==> config.mk <==
export PLATFORM = sky130hd
export DESIGN_NAME = fetch_unit
export DESIGN_NICKNAME = d
export VERILOG_FILES = /design/src/rtl/fetch_unit.sv
export SDC_FILE = /design/constraint.sdc
export NUM_CORES = 1
export LEC_CHECK = 0
export CORE_MARGIN = 1.5
export CORE_UTILIZATION = 42
export DETAILED_ROUTE_END_ITERATION = 8
export GPL_ROUTABILITY_DRIVEN = 0
export GPL_TIMING_DRIVEN = 0
export PLACE_DENSITY = 0.81
export SLEW_MARGIN = 40
export SYNTH_ARGS = -nofsm -noshare
export SYNTH_HDL_FRONTEND = slang
export SYNTH_SLANG_ARGS = --single-unit
==> constraint.sdc <==
create_clock -name clk -period 2.7 [get_ports clk]
set_input_delay 0.27 -clock clk [delete_from_list [all_inputs] [get_ports clk]]
set_output_delay 0.27 -clock clk [all_outputs]
set_load 0.01 [all_outputs]
==> src/rtl/fetch_unit.sv <==
// Instruction fetch unit: fetches one word, holds it for decode/execute, then
// updates the fetch address register before the next fetch.
module fetch_unit #(
  parameter logic [31:0] RESET_VECTOR = 32'h0000_0000
) (
  input  logic        clk,
  input  logic        rst,
  input  logic        de_addreg_update,
  input  logic [1:0]  de_addreg_sel,
  input  logic [31:0] alu_result,
  input  logic [31:0] reg_pc_value,
  input  logic        ex_done,
  input  logic        mem_rd_ack,
  input  logic [31:0] mem_rd_data,
  output logic        mem_rd_req,
  output logic [31:0] mem_addr,
  output logic [31:0] fd_instruction,
  output logic        fd_valid,
  output logic [31:0] fd_pc
);

  localparam logic [31:0] Nop = 32'hE1A0_0000;

  typedef enum logic [1:0] {
    StFetch  = 2'd0,
    StHold   = 2'd1,
    StUpdate = 2'd2
  } state_e;

  state_e      state_q, state_d;
  logic [31:0] addreg_q, addreg_d;
  logic [31:0] fd_instr_q, fd_instr_d;
  logic [31:0] fd_pc_q, fd_pc_d;
  logic        fd_valid_q, fd_valid_d;
  logic [31:0] addr_src;

  // Select the candidate next fetch address; INC and the reserved code both step by one word.
  always_comb begin
    addr_src = addreg_q + 32'd4;
    case (de_addreg_sel)
      2'b00:   addr_src = alu_result;
      2'b01:   addr_src = reg_pc_value;
      default: addr_src = addreg_q + 32'd4;
    endcase
  end

  // Next-state and captured-instruction logic for the FETCH/HOLD/UPDATE sequence.
  always_comb begin
    state_d    = state_q;
    addreg_d   = addreg_q;
    fd_instr_d = fd_instr_q;
    fd_pc_d    = fd_pc_q;
    fd_valid_d = fd_valid_q;
    unique case (state_q)
      StFetch: begin
        if (mem_rd_ack) begin
          fd_instr_d = mem_rd_data;
          fd_pc_d    = addreg_q;
          fd_valid_d = 1'b1;
          state_d    = StHold;
        end
      end
      StHold: begin
        if (ex_done) begin
          fd_valid_d = 1'b0;
          state_d    = StUpdate;
        end
      end
      StUpdate: begin
        // Without an update request the same address is refetched.
        if (de_addreg_update) begin
          addreg_d = {addr_src[31:2], 2'b00};
        end
        state_d = StFetch;
      end
      default: state_d = StFetch;
    endcase
  end

  // State registers with synchronous reset; reset also discards any concurrent ack.
  always_ff @(posedge clk) begin
    if (rst) begin
      state_q    <= StFetch;
      addreg_q   <= {RESET_VECTOR[31:2], 2'b00};
      fd_instr_q <= Nop;
      fd_pc_q    <= 32'h0;
      fd_valid_q <= 1'b0;
    end else begin
      state_q    <= state_d;
      addreg_q   <= addreg_d;
      fd_instr_q <= fd_instr_d;
      fd_pc_q    <= fd_pc_d;
      fd_valid_q <= fd_valid_d;
    end
  end

  // Request is gated by reset so it stays low for the whole reset period.
  always_comb begin
    mem_rd_req = (state_q == StFetch) && !rst;
  end

  assign mem_addr       = addreg_q;
  assign fd_instruction = fd_instr_q;
  assign fd_pc          = fd_pc_q;
  assign fd_valid       = fd_valid_q;

endmodule

Word level (Yosys, flattened, before mapping)
Cells that the tools add are included.
{"block": "totals", "reg_bits": 95, "inputBits": 103, "out_inout_bits": 98, "word_cells": 27}
{"block": "classes", "addsub": 1, "n_eq_ne": 5, "mux": 7, "n_reduce_logical": 9}
{"op": "32-bit one-hot mux with 2 select lines", "count": 1}
{"op": "32-bit by 3-bit adder with 32-bit output, second input constant", "count": 1}
{"op": "2-bit AND reduction", "count": 3}
{"op": "2-bit by 1-bit equality test with 1-bit output, second input constant", "count": 2}
{"op": "2-bit logical NOT", "count": 2}
{"op": "2-bit two-way mux", "count": 2}
{"op": "2-bit inequality test, second input constant", "count": 2}
{"op": "2-bit one-hot mux with 2 select lines", "count": 1}
{"op": "3-bit AND reduction", "count": 1}
{"op": "2-bit equality test, second input constant", "count": 1}
{"op": "1-bit two-way mux", "count": 2}
{"op": "1-bit one-hot mux with 2 select lines", "count": 1}
{"op": "2-bit nonzero test", "count": 1}
{"op": "1-bit logical AND", "count": 1}
{"op": "1-bit logical NOT", "count": 1}

Depth between registers and ports, before layout
Gate-level depths: netlist (run 1).
{"block": "depth", "depth_word": 3, "mapped_depth": 7, "mapped_depth_nobuf": 6}

Worst setup path after synthesis (run 1)
OpenSTA, ideal clock, no wires.
{"block": "synth_path", "kind": "flip-flop to flip-flop", "from": "register addreg_q[2], in the netlist mem_addr[2]", "to": "register addreg_q[30], in the netlist mem_addr[30]", "arrival_time_ps": 2063, "t_required_ps": 2626, "slack_ps": 563, "path_stages_with_launch": 8, "path_buffers": 1, "path_cell_list": "dfxtp_1 -> ha_1 -> and4_4 -> nand3_4 -> or3_1 -> buf_2 -> or4_1 -> a31oi_1"}
{"block": "synth_via", "elab_chain_cells": 2}
{"element": "start, declared", "line_no": "31", "source": "logic [31:0] addreg_q, addreg_d;"}
{"element": "start signal, assigned", "line_no": "84", "source": "addreg_q <= {RESET_VECTOR[31:2], 2'b00};"}
{"element": "start signal, assigned", "line_no": "90", "source": "addreg_q <= addreg_d;"}
{"element": "32-bit by 3-bit adder with 32-bit output", "line_no": "43", "source": "default: addr_src = addreg_q + 32'd4;"}
{"element": "32-bit one-hot mux with 2 select lines", "line_no": "40", "source": "case (de_addreg_sel)"}
Every way passes these cells.
A chain may end at the register's enable or synchronous reset.

Worst setup path in the final report (run 1)
{"block": "layout_path", "from": "input rst", "to": "output mem_rd_req"}
{"block": "layout_via", "elab_chain_cells": 2}
{"element": "start, declared", "line_no": "7", "source": "input logic rst,"}
{"element": "1-bit logical NOT", "line_no": "99", "source": "mem_rd_req = (state_q == StFetch) && !rst;"}
{"element": "1-bit logical AND", "line_no": "99"}
{"element": "end, declared", "line_no": "15", "source": "output logic mem_rd_req,"}
Every way passes these cells.

==> flow_summary.yaml, run 1 <==
yosys:
  async_flop_share_pct: 0
  yosysTopAreaCell: "dfxtp_1"
  synth-warning-count: 0
  syn_avg_cell_area_um2: 7.78
  syn-cell-area_um2: 4590
  synth_ff_type: "dfxtp_1"
  syn_inst: 590
  ys_top_cells_by_area: "dfxtp_1 (41%), nand2_1 (12%), a21oi_1 (8.9%), mux2i_1 (5.9%), clkbuf_1 (2.7%)"
  yosysUniqueCellTypes: 54
  synth-edff-count: 0
  seq_area_frac_synth_pct: 41.5
  synth_top_area_share_pct: 41.5
  ys_ff_latch: 95
floorplan:
  die_h_um: 108
  die_w_um: 108
  pin_count: 201
  rows: 37
  initial_core_util_pct: 43.9
  core_um2: 10500
  dieArea_um2: 11600
sta:
  slew_headroom_pct: 49.0
  fin_tns_setup_ns: 0
  worst_pin_slew_ns: 0.765
  fmax_ghz: 0.394
  fin_worst_skew_ns: 0.0139
  period_share_pct: 94.0
  setup-violations-final: 0
  whs_ns: 0.432
  rsz0062_at_grt: "false"
  fin_crit_ns: 2.54
  drv_slew: 0
  hold_violations: 0
worst_setup_path:
  critPathCaptureType: "output port"
  r2r-start: "state_q[0]$_SDFFE_PP0P_"
  reg2reg_slack_ns: 0.34
  criticalPathCategory: "input port to output port"
  r2r-end: "mem_addr[14]$_SDFFE_PP0P_"
  timing.critical_path.fanout_max: 10
  start_kind: "input port"
  r2r_cells: 7
  crit_required_ns: 2.43
  cp.arrival_ns: 2.27
clock_network:
  cts-root-buf: "clkbuf_8"
  clkLatencyLatePin_ns: 0.38
  cts_sinks: 95
  cts.clk_slew.worst_paths_ns: 0.10
  cts_hold_buf: 0
  ctsResizeCount: 0
  post_cts_buffers: 0
  cts.path.max_buffers: 2
  cts_buffers: 9
  h-tree-depth: 3
  cts_tree: "built"
global_routing:
  grt_overflow: 0
  grt_pass1_wl_um: 24500
  grt_pass1_vias: 5077
  antenna_found_initial: 0
  grt_usage_pct: 27.1
  grt_max_degree: 19
drt:
  drcViolationCount: 0
  drt_first_pass_iters: 7
  drt-vias-per-instance: 5.58
  ant_nets: 0
  drtIter0Drc: 364
  vias: 5228
  wl_um: 15900
  wl_per_cell_um: 16.9
cells_and_area:
  n_antenna_cell: 0
  n_fill_cell: 934
  postLayoutCellArea_um2: 6880
  final-seq-area_um2: 1900
  final_cell_mix: "clkdlybuf4s50_1 (192), nand2_1 (145), dfxtp_1 (95)"
  final_common_cell: "clkdlybuf4s50_1"
  fin_nets: 900
  multiInputGateArea_um2: 2480
  area_delta_synth_final_pct: 50.0
  layout-drive-gt1-share_pct: 5.37
pwr:
  vdd_drop_max_uv: 302
  clkPwrFrac_pct: 31.2
  fin_total_pwr_mw: 2.95
  p_int_mw: 2.10
  switching_share_pct: 29.0
  p_leak_nw: 2.39
  comb_power_share_pct: 18.3
  share_seq_of_total_power_pct: 50.5
  p_sw_mw: 0.858
  powerDensity_nw_per_um2: 429
status:
  status: "completed"
min_path:
  hold_end: "fd_instruction[4]$_SDFFE_PP0P_"
  hp-class: "input port to flop"
  holdPathStages: 3
  hp-start: "mem_rd_data[4]"
place:
  hpwl_um: 12000
  place_area_um2: 6690
  io_buffers: 192
job:
  max_cap_viol_count: 0
-- layout make-up --
type	count	share of cell area, %
inverters	4	0.218
clock inverters	7	0.946
clock buffers	9	1.80
flip-flops and latches	95	27.6
plain buffers	49	2.98
well taps	136	2.47
multi-input cells	445	36.0
repair buffers	192	27.9
-- metal layers --
metal | GRT usage, % | up-vias | share of wire, %
met4 | 12.7 | 0 | 3.7
met1 | 33.1 | 2417 | 41
met3 | 5.99 | 54 | 8.0
li1 | - | 2481 | -
met5 | 0 | - | 0
met2 | 45.2 | 276 | 48
-- worst max path at each step --
stage	startpoint	endpoint	slack, ns
after floorplan	mem_addr[2]$_SDFFE_PP0P_	mem_addr[30]$_SDFFE_PP0P_	0.56
after global placement	rst	mem_addr[27]$_SDFFE_PP0P_	0.23
after detailed placement	rst	mem_addr[27]$_SDFFE_PP0P_	0.18
after CTS	rst	mem_rd_req	0.19
after global routing	rst	mem_rd_req	0.03
final	rst	mem_rd_req	0.16
-- through the flow --
step           setup slack, ns  utilization [%]  cells
2_1_floorplan            0.563                -    593
3_3_place_gp             0.235             64.0    921
3_5_place_dp             0.181             64.0    921
4_1_cts                  0.189             65.8    937
5_1_grt                 0.0290             65.8    937
6_report                 0.163             65.8    937
-- cells in the mapped netlist (5+ instances only) --
master and number:
a21oi_1 82, a22oi_1 7, a31oi_1 9, and3_1 6, buf_1 7, buf_2 5, clkbuf_1 33, dfxtp_1 95
mux2_2 9, mux2i_1 27, nand2_1 145, nand2b_1 8, nand3_1 16, nand3b_1 7, nand4_1 8, nor2_1 19
nor3_1 22, o21ai_0 14, o22ai_1 9, or3_1 5
-- kinds of logic (layout without fill, tap and decap cells) --
logic type                 count (synthesis)  after routing  share of synthesized area, %
and+or+nand+nor                          259            259                          26.8
AOI/OAI and AO/OA                        143            143                          18.0
DFF                                       95             95                          41.5
buffers and inverters                     53            261                          4.80
muxes                                     37             37                          8.34
adders and majority gates                  1              1                         0.273
other                                      1              4                        0.0817
xor gates and xnor gates                   1              1                         0.191
-- worst max-delay path, stage by stage --
cell and delay (ns):
clkdlybuf4s50_1 0.52, clkbuf_1 0.36, clkbuf_1 0.49, nor3_1 0.10, clkdlybuf4s50_1 0.52
-- power groups by stage --
stage / clock [mW] / combinational, mW / sequential [mW]
after global placement: 0 / 0.525 / 1.52
after global routing: 0.983 / 0.583 / 1.50
final: 0.921 / 0.541 / 1.49
after CTS: 0.916 / 0.540 / 1.49
after floorplan: 0 / 0.209 / 1.53
after detailed placement: 0 / 0.538 / 1.52
-- state kept, by name (all words and copies together) (netlist names) --
| name | flops |
|---|---|
| fd_valid | 1 |
| state_q | 2 |
| mem_addr | 30 |
| fd_pc | 30 |
| fd_instruction | 32 |
Power figures use the tool's default switching activity.
==> run 2: changes to the inputs <==
--- a/config.mk
+++ b/config.mk
@@ -11,6 +11,7 @@
 export GPL_ROUTABILITY_DRIVEN = 0
 export GPL_TIMING_DRIVEN = 0
 export PLACE_DENSITY = 0.81
+export SETUP_SLACK_MARGIN = 0.5
 export SLEW_MARGIN = 40
 export SYNTH_ARGS = -nofsm -noshare
 export SYNTH_HDL_FRONTEND = slang
==> run 2 against run 1 <==
Net effect:
- cell count is 0.21% higher
- power fell by 0.13%
- die area unchanged
- core utilization up 0.56 points
- flip-flop and latch count unchanged
- clock power is essentially flat
- critical path depth unchanged
- global-route usage unchanged
- register-to-register slack better by 0.21 ns
- first-iteration DRC count grew 27%
- clock skew is essentially flat
==> flow_summary.yaml, run 2 (synthesis gave the netlist of run 1 again) <==
cells_and_area:
  final_cell_mix: "clkdlybuf4s50_1 (191), nand2_1 (145), dfxtp_1 (93)"
  area_delta_synth_final_pct: 51.2
  n_fill_cell: 940
  final_common_cell: "clkdlybuf4s50_1"
  fin_cells: 939
  multiInputGateArea_um2: 2500
  n_antenna_cell: 0
  final-seq-area_um2: 1910
  largest_register_ffs: 32
  layout-drive-gt1-share_pct: 7.10
  fin_nets: 902
clock_network:
  clkLatencyLatePin_ns: 0.37
  cts.path.max_buffers: 2
  h-tree-depth: 3
  cts-root-buf: "clkbuf_8"
  cts_hold_buf: 0
  cts_sinks: 95
  cts.clk_slew.worst_paths_ns: 0.10
  cts_buffers: 9
  cts_tree: "built"
drt:
  ant_nets: 0
  drt-vias-per-instance: 5.58
  vias: 5243
  wl_um: 15900
  drtIter0Drc: 462
  drt_first_pass_iters: 8
  drcViolationCount: 0
  wl_per_cell_um: 16.9
pwr:
  vdd_drop_max_uv: 302
  powerDensity_nw_per_um2: 425
  p_leak_nw: 2.43
place:
  hpwl_um: 12000
  io_buffers: 192
  placed_cells: 921
min_path:
  hp-class: "input port to flop"
  holdPathStages: 3
sta:
  fmax_ghz: 0.466
  setup-violations-final: 0
  drv_slew: 0
  rsz0062_at_grt: "false"
  fin_worst_skew_ns: 0.0143
  hold_violations: 0
  slew_headroom_pct: 51.9
  fin_tns_setup_ns: 0
  fin_crit_ns: 2.15
  worst_pin_slew_ns: 0.721
  period_share_pct: 79.5
worst_setup_path:
  criticalPathCategory: "flop to flop"
  critPathCaptureType: "flop"
  timing.critical_path.fanout_max: 10
  cp.arrival_ns: 2.44
  reg2reg_slack_ns: 0.55
  start_kind: "flop"
  crit_required_ns: 2.99
  r2r_cells: 5
status:
  status: "completed"
global_routing:
  grt_pass1_vias: 5076
  grt_usage_pct: 27.1
  antenna_found_initial: 0
  grt_max_degree: 19
  grt_overflow: 0
  grt_pass1_wl_um: 24500
job:
  max_cap_viol_count: 0
floorplan:
  rows: 37
  die_w_um: 108
  core_um2: 10500
  initial_core_util_pct: 43.9
  dieArea_um2: 11600
  die_h_um: 108
  pin_count: 201
## run 2: changes by cell type in the layout (fill, tap and decap cells not counted), moves of 2 or more
cell / previous run / this run
buf_2: 5 / 7
buf_1: 7 / 4
dfxtp_1: 95 / 93
dfxtp_4: 0 / 2
clkbuf_1: 33 / 29
clkbuf_2: 0 / 5
buf_4: 4 / 6
## run 2: final timing paths
kind	start	to
worst max-delay path	state_q[1]$_SDFFE_PP0P_	mem_addr[21]$_SDFFE_PP0P_
worst min-delay path	mem_rd_data[4]	fd_instruction[4]$_SDFFE_PP0P_
worst max register to register	state_q[1]$_SDFFE_PP0P_	mem_addr[21]$_SDFFE_PP0P_
worst min register to register	fd_pc[25]$_SDFFE_PP0P_	fd_pc[25]$_SDFFE_PP0P_
## run 2: final cells by class
class	instances	share of cell area, %
buffer	49	3.08
clock buffer	9	1.79
clock inverter	7	0.938
inverter	4	0.216
multi-input combinational	445	36.1
sequential	95	27.5
tap	136	2.45
timing repair buffer	194	27.9
## run 2: critical path, cell delays in order, from the launching register on
cell	delay, ns
dfxtp_1	0.44
and3b_1	0.18
clkbuf_1	0.42
nand2_1	0.31
or4_1	0.55
a31oi_1	0.17
## run 2: where the power goes
part	switching, mW	total (mW)	internal (mW)
clock network	0.565	0.919	0.354
logic	0.247	0.541	0.293
registers	0.0424	1.49	1.45
## run 2: layer usage
metal | share of wire, % | global-route usage (%) | vias up
li1 | - | - | 2491
met1 | 40 | 33.1 | 2399
met2 | 48 | 45.2 | 295
met3 | 8.8 | 5.99 | 58
met4 | 3.9 | 12.9 | 0
met5 | 0 | 0 | -
## run 2: what timing repair did
item                       in CTS  in global routing
cloned                          0                  0
setup endpoints to repair      16                 23
buffers inserted                0                  2
gates resized for setup         6                 12
pin swaps                       0                  1
## run 2: per-stage QoR
step / total power, mW / util (%) / cell area [µm²] / setup slack [ns] / hold WS, ns
2_1_floorplan: 1.74 / - / 4600 / 0.563 / 0.394
3_5_place_dp: 2.06 / 64.0 / 6690 / 0.181 / 0.450
5_1_grt: 3.06 / 66.3 / 6940 / 0.453 / 0.429
6_report: 2.95 / 66.3 / 6940 / 0.554 / 0.434
4_1_cts: 2.95 / 65.8 / 6890 / 0.455 / 0.430
3_3_place_gp: 2.04 / 64.0 / 6690 / 0.235 / 0.443
==> edit, RTL diff (settings of run 2) <==
The 3 states of `state_e` get a one-hot encoding in 3 bits.
--- a/src/rtl/fetch_unit.sv
+++ b/src/rtl/fetch_unit.sv
@@ -22,8 +22,8 @@
   localparam logic [31:0] Nop = 32'hE1A0_0000;
 
-  typedef enum logic [1:0] {
-    StFetch  = 2'd0,
-    StHold   = 2'd1,
-    StUpdate = 2'd2
+  typedef enum logic [2:0] {
+    StFetch  = 3'b001,
+    StHold   = 3'b010,
+    StUpdate = 3'b100
   } state_e;
 
Behaviour: no difference found for any inputs over 4 cycles, from zero or initial values and one cycle with rst high; so few cycles prove little.
==> edit against run 2 <==
  * The run now ends with design-rule violations left
  * Largest power group unchanged
  * Clock skew decreased by 0.0050 ns
  * Critical path depth increased by 1
  * Sequential cell count increased by 1
  * Cell area increased by 4.0%
  * Critical endpoint is now mem_addr[26]
  * Global-route usage increased by 1.6 points
  * Total power increased by 11%
  * Setup slack improved by 0.052 ns
  * Hold slack improved by 0.020 ns
  * Wire length increased by 13%
  * Utilization decreased by 0.89 points
  * Synthesized area increased by 5.3%
  * Non-clock buffer count increased by 1
==> edit: results (changes against run 2) <==
[run_status]
status=finished with violations
violations=design-rule violations

[critical_path]
cp_max_fo=8  ; -2
r2r_setup_slack_ns=0.61  ; +0.05 ns
cp_top_family=compound AO/OA/AOI/OAI gates
slowest_stage=dfxtp_1
critPathLaunch=mem_addr[2]
cp.arrival_ns=2.33  ; -0.11 ns

[power_and_ir_drop]
ir_drop_mv=0.3849  ; +28%
leakagePower_nw=2.519  ; +3.5%

[global_route]
grt_pass1_vias=5492  ; +8.2%
grt_first_pass_wirelength_um=26580  ; +8.4%
global_route.usage.total_pct=28.64  ; +1.6 points
grt_max_degree=16  ; -3

[clock_tree]
root_buffer=clkbuf_16
insertion_delay_ns=0.34  ; -0.03 ns
clkTransAtPathRegs_ns=0.06  ; -0.04 ns

[layout]
layout-drive-gt1-share_pct=5.276  ; -1.8 points
num-nets-final=934  ; +3.5%
diodes=0  ; unchanged
fill_cells=971  ; +3.3%

[drt]
drc=2  ; +2
drt_iter0_drc=541  ; +17%
wl_um=17970  ; +13%
vias=5730  ; +9.3%
dr.pass1.iters=8  ; unchanged
routed_via_density=5.883  ; +5.4%

[synthesis]
ys_types=59  ; +9.3%
synthTopCellsByCount=nand2_1 (151), dfxtp_1 (96), a21oi_1 (74), clkbuf_1 (35), nand3_1 (27)
synthCells=627  ; +6.3%
ys_seq_area_share_pct=39.78  ; -1.7 points
synth_top_cells_by_area=dfxtp_1 (40%), nand2_1 (12%), a21oi_1 (7.7%), mux2i_1 (5.2%), nand3_1 (2.8%)
synth-async-reset-ratio_pct=0  ; unchanged

[hold_path]
min_from=fd_pc[14]
min_path_type=register to register

[placed_design]
dpl.hpwl_um=12950  ; +8.1%
placedCellCount=959  ; +4.1%
dpl_cell_area_um2=6909  ; +3.3%
io_buffer_count=189  ; -1.6%

[timing]
skew_ns=0.009266  ; -0.005045 ns
fin_hold_ws_ns=0.4536  ; +0.02012 ns
hold_viol=0  ; unchanged
tightestPinTransition_ns=0.6860  ; -0.03504 ns

[edit: changes by cell type after synthesis, sizes merged, moves of 4 or more]
cell,before,now
and2,2,9
a22oi,7,3
nand2b,8,4
nand2,145,151
o211ai,4,10
a21oi,82,74
nand3,18,27
inv,3,7
mux2,10,3
o22ai,9,5
nor4,3,8
nand3b,7,3
nor2,19,14
[edit: area by class of cell]
type                    instances  share of cell area (%)
plain buffers                  55                   3.432
clock buffers                  10                   3.311
clock inverters                 5                  0.7974
inverters                       7                  0.3640
multi-input cells             472                   36.83
flip-flops and latches         96                   26.63
well taps                     140                   2.427
repair buffers                189                   26.21
[edit: worst paths after layout]
path / end / cells after the start
worst min-delay path: fd_pc[14] / 2
worst max register to register: mem_addr[26] / 6
worst max-delay path: mem_addr[26] / 6
worst min register to register: fd_pc[14] / 2
[edit: what timing repair did]
| action | 4_1_cts | 5_1_grt |
|---|---|---|
| resized for setup | 1 | 3 |
| endpoints found under the hold margin | 0 | 0 |
| pin swaps | 0 | 0 |
| setup endpoints to repair | 1 | 1 |
[edit: through the flow]
stage	utilization, %	setup slack, ns	power [mW]
after CTS	65.37	0.5225	3.272
after detailed placement	62.64	0.4622	2.017
after global routing	65.44	0.5225	3.396
final	65.44	0.6057	3.279
after global placement	62.64	0.4504	2.001
after floorplan	-	0.9595	1.722
[edit: worst register-to-register path, stage by stage (launching register included)]
cell,delay (ns)
dfxtp_1,0.54
ha_1,0.27
and3_1,0.16
buf_2,0.17
nand4_1,0.30
o311a_1,0.39
a211oi_1,0.19
[edit: where the power goes]
group | switching [mW] | leakage [nW] | internal, mW | total (mW)
Combinational | 0.249 | 1.60 | 0.263 | 0.512
Sequential | 0.0257 | 0.779 | 1.46 | 1.48
Clock | 0.549 | 0.137 | 0.737 | 1.29
Total | 0.823 | 2.52 | 2.46 | 3.28
[edit: cell families after synthesis]
family          count (synthesis)  share of synthesized area (%)
flops                          96                          39.78
simple gates                  287                          29.03
other cells                     1                        0.07763
fa+ha+maj                       1                         0.2590
mux                            28                          5.879
buf+inv                        62                          5.646
compound gates                152                          19.32
[edit: routing by layer]
layer | up-vias | global-route usage, % | part of all wire [%]
met5 | - | 0 | 0
met4 | 0 | 13.19 | 2.9
met3 | 62 | 7.701 | 12
met2 | 376 | 48.46 | 48
met1 | 2656 | 33.71 | 37
li1 | 2636 | - | -
